**src/rtl/mem_port_arbiter.sv**
```systemverilog
// Round-robin arbiter sharing one memory port between the data-cache controller
// and the instruction refill path, with a lock hint and a watchdog abort.
module mem_port_arbiter #(
    parameter int ADDR_WIDTH = 32,
    parameter int DATA_WIDTH = 32,
    parameter int TIMEOUT    = 64
) (
    input  logic                  clk,
    input  logic                  rst_n,
    input  logic                  d_req,
    input  logic                  d_we,
    input  logic                  d_lock,
    input  logic [2:0]            d_mode,
    input  logic [ADDR_WIDTH-1:0] d_addr,
    input  logic [DATA_WIDTH-1:0] d_wdata,
    output logic [DATA_WIDTH-1:0] d_rdata,
    output logic                  d_ready,
    input  logic                  i_req,
    input  logic [ADDR_WIDTH-1:0] i_addr,
    output logic [DATA_WIDTH-1:0] i_rdata,
    output logic                  i_ready,
    output logic [ADDR_WIDTH-1:0] mem_addr,
    output logic [DATA_WIDTH-1:0] mem_wdata,
    output logic [2:0]            mem_ctrl,
    output logic                  mem_we,
    output logic                  mem_re,
    input  logic [DATA_WIDTH-1:0] mem_rdata,
    input  logic                  mem_ready,
    output logic                  busy,
    output logic                  owner,
    output logic                  timeout_err
);

    localparam logic [2:0] I_MODE = 3'b010;

    typedef enum logic [1:0] {
        IDLE,
        GRANT_D,
        GRANT_I
    } state_t;

    state_t     state;
    state_t     state_nxt;
    logic       last;       // 0 = D served last, 1 = I served last
    logic       lock_d;
    logic [7:0] wd_cnt;
    logic       granted;
    logic       expire;
    logic       done;

    assign granted = (state != IDLE);
    // A mem_ready arriving in the expiry cycle is a normal completion.
    assign expire  = granted && !mem_ready && (wd_cnt == 8'(TIMEOUT));
    assign done    = granted && (mem_ready || expire);

    // NOTE: every output of a combinational block gets a default first, so no latch is inferred.
    always_comb begin
        state_nxt = state;
        case (state)
            IDLE: begin
                if (d_req && (!i_req || lock_d || last))
                    state_nxt = GRANT_D;
                else if (i_req)
                    state_nxt = GRANT_I;
            end
            GRANT_D, GRANT_I: begin
                if (done)
                    state_nxt = IDLE;
            end
            default: state_nxt = IDLE;
        endcase
    end

    always_comb begin
        mem_addr  = '0;
        mem_wdata = '0;
        mem_ctrl  = '0;
        mem_we    = 1'b0;
        mem_re    = 1'b0;
        d_ready   = 1'b0;
        d_rdata   = '0;
        i_ready   = 1'b0;
        i_rdata   = '0;
        case (state)
            GRANT_D: begin
                mem_addr  = d_addr;
                mem_wdata = d_wdata;
                mem_ctrl  = d_mode;
                mem_we    = d_we;
                mem_re    = !d_we;
                d_ready   = done;
                if (mem_ready)
                    d_rdata = mem_rdata;
            end
            GRANT_I: begin
                mem_addr = i_addr;
                mem_ctrl = I_MODE;
                mem_re   = 1'b1;
                i_ready  = done;
                if (mem_ready)
                    i_rdata = mem_rdata;
            end
            default: ;
        endcase
    end

    assign busy  = granted;
    assign owner = (state == GRANT_I);

    // NOTE: state registers use non-blocking assignments so every flop samples pre-edge values.
    always_ff @(posedge clk or negedge rst_n) begin
        if (!rst_n) begin
            state       <= IDLE;
            last        <= 1'b1;
            lock_d      <= 1'b0;
            wd_cnt      <= '0;
            timeout_err <= 1'b0;
        end else begin
            state <= state_nxt;
            if (state == IDLE) begin
                // A lock survives only one IDLE cycle, whether or not D uses it.
                wd_cnt <= '0;
                lock_d <= 1'b0;
            end else if (done) begin
                last <= (state == GRANT_I);
                if (state == GRANT_D)
                    lock_d <= d_lock;
            end else begin
                wd_cnt <= wd_cnt + 8'd1;
            end
            if (expire)
                timeout_err <= 1'b1;
        end
    end

endmodule

```
**config.mk**
```make
export PLATFORM = sky130hd
export DESIGN_NAME = mem_port_arbiter
export DESIGN_NICKNAME = d
export VERILOG_FILES = /design/src/rtl/mem_port_arbiter.sv
export SDC_FILE = /design/constraint.sdc
export NUM_CORES = 1
export LEC_CHECK = 0
export ABC_AREA = 1
export CORE_AREA = 2 2 107 109
export DETAILED_ROUTE_END_ITERATION = 7
export DIE_AREA = 0 0 109 111
export PLACE_DENSITY = 0.67
export SLEW_MARGIN = 20
export SYNTH_ARGS = -nofsm -noshare
export SYNTH_HDL_FRONTEND = slang
export SYNTH_SLANG_ARGS = --single-unit
```
**constraint.sdc**
```tcl
create_clock -name clk -period 1.6 [get_ports clk]
set_clock_uncertainty 0.15 [all_clocks]
set_input_delay 0.32 -clock clk [delete_from_list [all_inputs] [get_ports clk]]
set_output_delay 0.32 -clock clk [all_outputs]
set_load 0.1 [all_outputs]
```
==> run metrics, run 1 <==
remaining antenna violation count 0; multi-input combinational cell area 2823 sq um; final worst hold slack 249.6 ps; final-report setup violation count 147; number of optimization iterations in the first detailed-route pass 4; Layout Area Growth over Synthesis 334.1%; maximum net fanout on the critical path 13; most numerous cell on the critical path buf_12; post-synthesis average cell area 5.199 sq um; Initial Utilization 18.77%; Clock Tree Buf Depth 2; Worst path top cell family by delay buffers and inverters; clock tree from TritonCTS built; Period minus WS final 2155 ps; maximum clock rate 464.1 MHz; final core occ 81.50%; Crit path required time 1130 ps; violated checks setup timing; die height 111 um; critical path start-end classification reg2out; slew at the pin closest to its max-slew limit 341.7 ps; sequential share of the synthesized area 15.70%; DP HPWL 12390 um; Max VDD drop 969.8 uV; routed wirelength normalized by instance count 17.50 um; diode count 0; number of input and output port buffers inserted 275; antenna violations before repair 0; start of the worst register-to-register path state[0]; die outline area 12100 sq um; synthesized instance count 400; Buffers & Inverters on Critical Path 5; commonest non-fill, non-tap cells in the layout buf_12, clkdlybuf4s50_1, nand2_1; worst path arrival time 1680 ps; #FFs+latches synth 13; final hold violations 0; flip-flop and latch area 326.6 sq um; clk root buf clkbuf_16; Rel. slew slack 77.22%; clock insertion delay at the later pin of the skew report 240 ps; Syn Nets 543; routed via count divided by cell count 4.539; setup repair after global routing missed its margin true; max-cap check violation count 0; net total in the final layout 873; number of levels the H-tree was split into 1; kind of end point of the critical path output port; core region area 11080 sq um; post-route clock period utilization 134.7%; status complete, but fails checks; number of library cell types mapped by synthesis 26; first-pass GRT wire length 23520 um; Routability Congestion 0.8183; leakage dissipation 3.545 nW; overall track demand over capacity in global routing 24.87%; drt initial violations 118; final wirelength 15260 um; cell row count 39; boundary pin count 276; warnings from Yosys 0; fill cell instance count of the final layout 593; CP peak stage delay 390 ps; cell count of the worst reg-to-reg path 10; clock slew at the register clock pins of the worst setup and hold paths 50 ps; slowest library cell on the worst path dfrtp_1; critical-path cell list buf_4 > ha_4 > buf_12 > buf_12 > nand2_2 > clkinvlp_4 > buf_12; Reg-to-Reg End wd_cnt[2]; # hold bufs at CTS 0; reg2reg setup slack -170 ps; number of global-route vias before repair 4348; critical path startpoint category flop; post-layout worst setup margin -554.7 ps; maximum number of pins on one net before global-route repair 35; Hold Crit Class in2async; gr ovfl total 0; Die Span X 109 um; number of clock sinks 13; number of vias after detailed routing 3958; commonest non-fill, non-tap cell in the layout buf_12; PD cells 1458 nW/um^2; fraction of final layout cells with drive strength greater than 1 61.59%; detailed-route DRC error count 0; Max Slew Vio Count 0; area of the mapped netlist 2079 sq um; number of CTS-inserted buffers 3
## timing repair
action | CTS | global route
pin swaps | 26 | 20
resized for setup | 66 | 21
setup buffers | 13 | 9
setup endpoints to repair | 148 | 149
gates cloned | 2 | 1
## through the flow
stage               setup WS [ps]  total power, mW  instance area, sq um  cells  TNS [ps]
global route               -603.5            13.59                  9027    872    -77120
finish                     -554.7            13.16                  9027    872    -69750
global placement           -491.7            11.46                  8358    845    -50920
CTS                        -551.7            12.93                  8859    863    -69740
floorplan                  -836.0            7.609                  3687    400    -90860
detailed placement         -534.4            11.59                  8358    845    -53320
## power by group
group          leakage (nW)  internal, mW  total (mW)  switching, mW
combinational          3.34          4.71        12.3           7.55
sequential            0.170         0.385       0.420         0.0352
clock                0.0382         0.336       0.475          0.139
total                  3.55          5.43        13.2           7.73
## area by class of cell
cell class	instances	area share, %
clock buffers	4	0.8732
inverters	87	5.433
multi-input cells	270	31.27
flip-flops and latches	13	3.617
well taps	143	1.982
repair buffers	355	56.83
## cells in the mapped netlist
master / n / area [sq um]
o21bai_4: 1 / 18.77
dfstp_2: 1 / 26.28
dfrtp_1: 12 / 300.3
nand3_1: 11 / 55.05
buf_6: 2 / 22.52
inv_2: 5 / 18.77
a21oi_1: 32 / 160.2
inv_1: 82 / 307.8
xnor2_1: 1 / 8.760
nand2_1: 124 / 465.5
nor2_1: 9 / 33.78
nor3_1: 65 / 325.3
nor3_2: 2 / 20.02
nand3_2: 2 / 20.02
xor2_1: 2 / 17.52
buf_1: 6 / 22.52
o21ai_1: 3 / 15.01
nor2_2: 1 / 6.260
o22ai_2: 1 / 12.51
nand2_2: 1 / 6.260
buf_2: 11 / 55.05
o22ai_1: 3 / 18.77
nand4_1: 3 / 18.77
clkbuf_1: 11 / 41.29
o21ai_0: 4 / 20.02
ha_1: 5 / 62.56
## worst max path at each step
stage | startpoint | end | slack, ps | cells past startpoint
5_1_grt | state[0] | mem_wdata[25] | -600 | 7
4_1_cts | state[0] | mem_wdata[25] | -550 | 7
3_3_place_gp | mem_ready | d_rdata[27] | -490 | 5
2_1_floorplan | state[0] | mem_addr[0] | -840 | 6
6_report | state[0] | mem_wdata[25] | -550 | 7
3_5_place_dp | mem_ready | d_rdata[27] | -530 | 5
## per-layer routing
layer  up-vias  wire [um]  track usage [%]
li1       1904          -                -
met1      1853       4588            23.38
met2       175       8913            50.72
met3        26       1423            7.113
met4         0        333            5.556
met5         -          0                0
## cells by family after synthesis
kind of cell / after synthesis / synth area share (%)
AO/OA/AOI/OAI: 44 / 11.79
adder cells (fa/ha/maj): 5 / 3.008
XOR/XNOR: 3 / 1.264
buffers and inverters: 117 / 22.50
flip-flops: 13 / 15.70
AND/OR/NAND/NOR: 218 / 45.73
## flip-flops by register name, summed over array words and instances, names as in the netlist
name         cells
last             1
lock_d           1
timeout_err      1
state            2
wd_cnt           8
Note: power is estimated with default switching activity, not from simulation.
==> run 2: changes to the inputs <==
--- a/config.mk
+++ b/config.mk
@@ -10,7 +10,6 @@
 export DETAILED_ROUTE_END_ITERATION = 7
 export DIE_AREA = 0 0 109 111
 export PLACE_DENSITY = 0.67
-export SLEW_MARGIN = 20
 export SYNTH_ARGS = -nofsm -noshare
 export SYNTH_HDL_FRONTEND = slang
 export SYNTH_SLANG_ARGS = --single-unit
==> results of run 2 <==
Final layout, timing and power as in run 1 (identical DEF).
==> RTL change (config.mk and constraints of run 2) <==
Put one more register stage on the output `timeout_err`, with the module's reset. The value now appears one clock later. The other outputs are not delayed to match.
--- a/src/rtl/mem_port_arbiter.sv
+++ b/src/rtl/mem_port_arbiter.sv
@@ -38,6 +38,8 @@
         GRANT_D,
         GRANT_I
     } state_t;
+
+    logic timeout_err_s0;
 
     state_t     state;
     state_t     state_nxt;
@@ -114,7 +116,7 @@
             last        <= 1'b1;
             lock_d      <= 1'b0;
             wd_cnt      <= '0;
-            timeout_err <= 1'b0;
+            timeout_err_s0 <= 1'b0;
         end else begin
             state <= state_nxt;
             if (state == IDLE) begin
@@ -129,7 +131,15 @@
                 wd_cnt <= wd_cnt + 8'd1;
             end
             if (expire)
-                timeout_err <= 1'b1;
+                timeout_err_s0 <= 1'b1;
+        end
+    end
+
+    always_ff @(posedge clk or negedge rst_n) begin
+        if (!rst_n) begin
+            timeout_err <= '0;
+        end else begin
+            timeout_err <= timeout_err_s0;
         end
     end
 
Formal check against the unedited RTL: no difference found for any inputs over 10 cycles, from zero or initial values and one cycle with rst_n low; that may be too few to reach the edited logic, so the function may still have changed.
==> RTL change against run 2 <==
  * The flow still finishes with violations (setup timing)
  * Total power increased by 5.3%
  * Register-to-register slack improved by 220 ps
  * Clock power increased by 4.2%
  * Area after synthesis increased by 0.54%
  * Sequential cell count increased by 1
  * Setup slack got worse by 46 ps
  * First-iteration DRC count increased by 76%
  * Global-route usage increased by 1.3 points
  * Critical path depth increased by 1
  * Sequential share of layout area increased by 0.16 points
  * Wire length increased by 15%
  * Design area increased by 3.2%
  * Synthesized cell count increased by 0.50%
  * Largest power group unchanged
  * Highest routed layer is now met5
==> RTL change: results (changes against run 2) <==
Run status
• **run status** finished with violations, unchanged
• **failing checks** setup timing, unchanged

Synth
• **cell types occupying the most area after synthesis** nand2_1 22%, nor3_1 16%, dfrtp_1 16%, was nand2_1 22%, nor3_1 16%, inv_1 15%
• **Synth Area in Adders** 2.99%, was 3.01%
• **post-synthesis compound-gate area fraction** 11.4%, was 11.8%
• **top cells by instance count after synthesis** 125 x nand2_1, 83 x inv_1, 66 x nor3_1, was 124 x nand2_1, 82 x inv_1, 65 x nor3_1
• **number of storage elements in the synthesis netlist** 14, was 13
• **fraction of synthesized cell area in xor and xnor cells** 0.838%, was 1.26%

Worst setup path
• **WP data arrival** 1730 ps, was 1680 ps
• **largest fanout of any net on the critical path** 6, was 13
• **worst reg2reg startpoint** wd_cnt[1], was state[0]

Place
• **post-detailed-placement half-perimeter wirelength** 12.8 mm, was 12.4 mm
• **cell area after placement** 0.00834 sq mm, was 0.00836 sq mm

Layout
• **fill cell instance count of the final layout** 495, was 593
• **multi-input gate area in the final layout** 0.00298 sq mm, was 0.00282 sq mm
• **clock-cell share of area** 0.846%, was 0.873%
• **Non-clock buffer share** 56.3%, was 56.8%

Timing
• **final critical-path setup slack** -600 ps, was -555 ps
• **final number of setup-violating endpoints** 137, was 147
• **headroom to the max-slew limit** 78.0%, was 77.2%

Global route
• **via count of the first global-routing pass** 4,416, was 4,348
• **global routing met3 resource utilization** 8.00%, was 7.11%
• **met1 GRT Util** 26.0%, was 23.4%
• **largest net degree at the start of global routing** 16, was 35
• **global-route wire length before repair** 24.6 mm, was 23.5 mm

CTS
• **Post-CTS Setup Bufs** 10, was 13

Drt
• **wire length per cell** 20.1 um, was 17.5 um

==> RTL change: worst max-delay path by stage <==
stage | depth (start not counted) | startpoint | slack (ps) | to
4_1_cts | 8 | state[0] | -600 | mem_wdata[8]
3_3_place_gp | 5 | mem_ready | -470 | d_rdata[24]
5_1_grt | 7 | state[0] | -650 | mem_addr[11]
3_5_place_dp | 5 | mem_ready | -520 | d_rdata[10]
2_1_floorplan | 6 | state[0] | -840 | mem_addr[0]
6_report | 8 | state[0] | -600 | mem_wdata[8]
==> RTL change: per-stage QoR <==
step	setup slack (ps)	utilization (%)	cells	hold WS (ps)	total power [W]
floorplan	-836	-	402	-126	0.00763
global placement	-475	75.3	843	212	0.0115
detailed placement	-516	75.3	843	214	0.0116
CTS	-599	80.5	862	192	0.0133
global route	-647	84.1	870	212	0.0142
finish	-600	84.1	870	189	0.0138
==> RTL change: metal layers <==
metal	vias up	routed length, um
met5	-	19
met1	1950	5210
met3	56	1730
li1	1905	-
met4	2	850
met2	195	9690
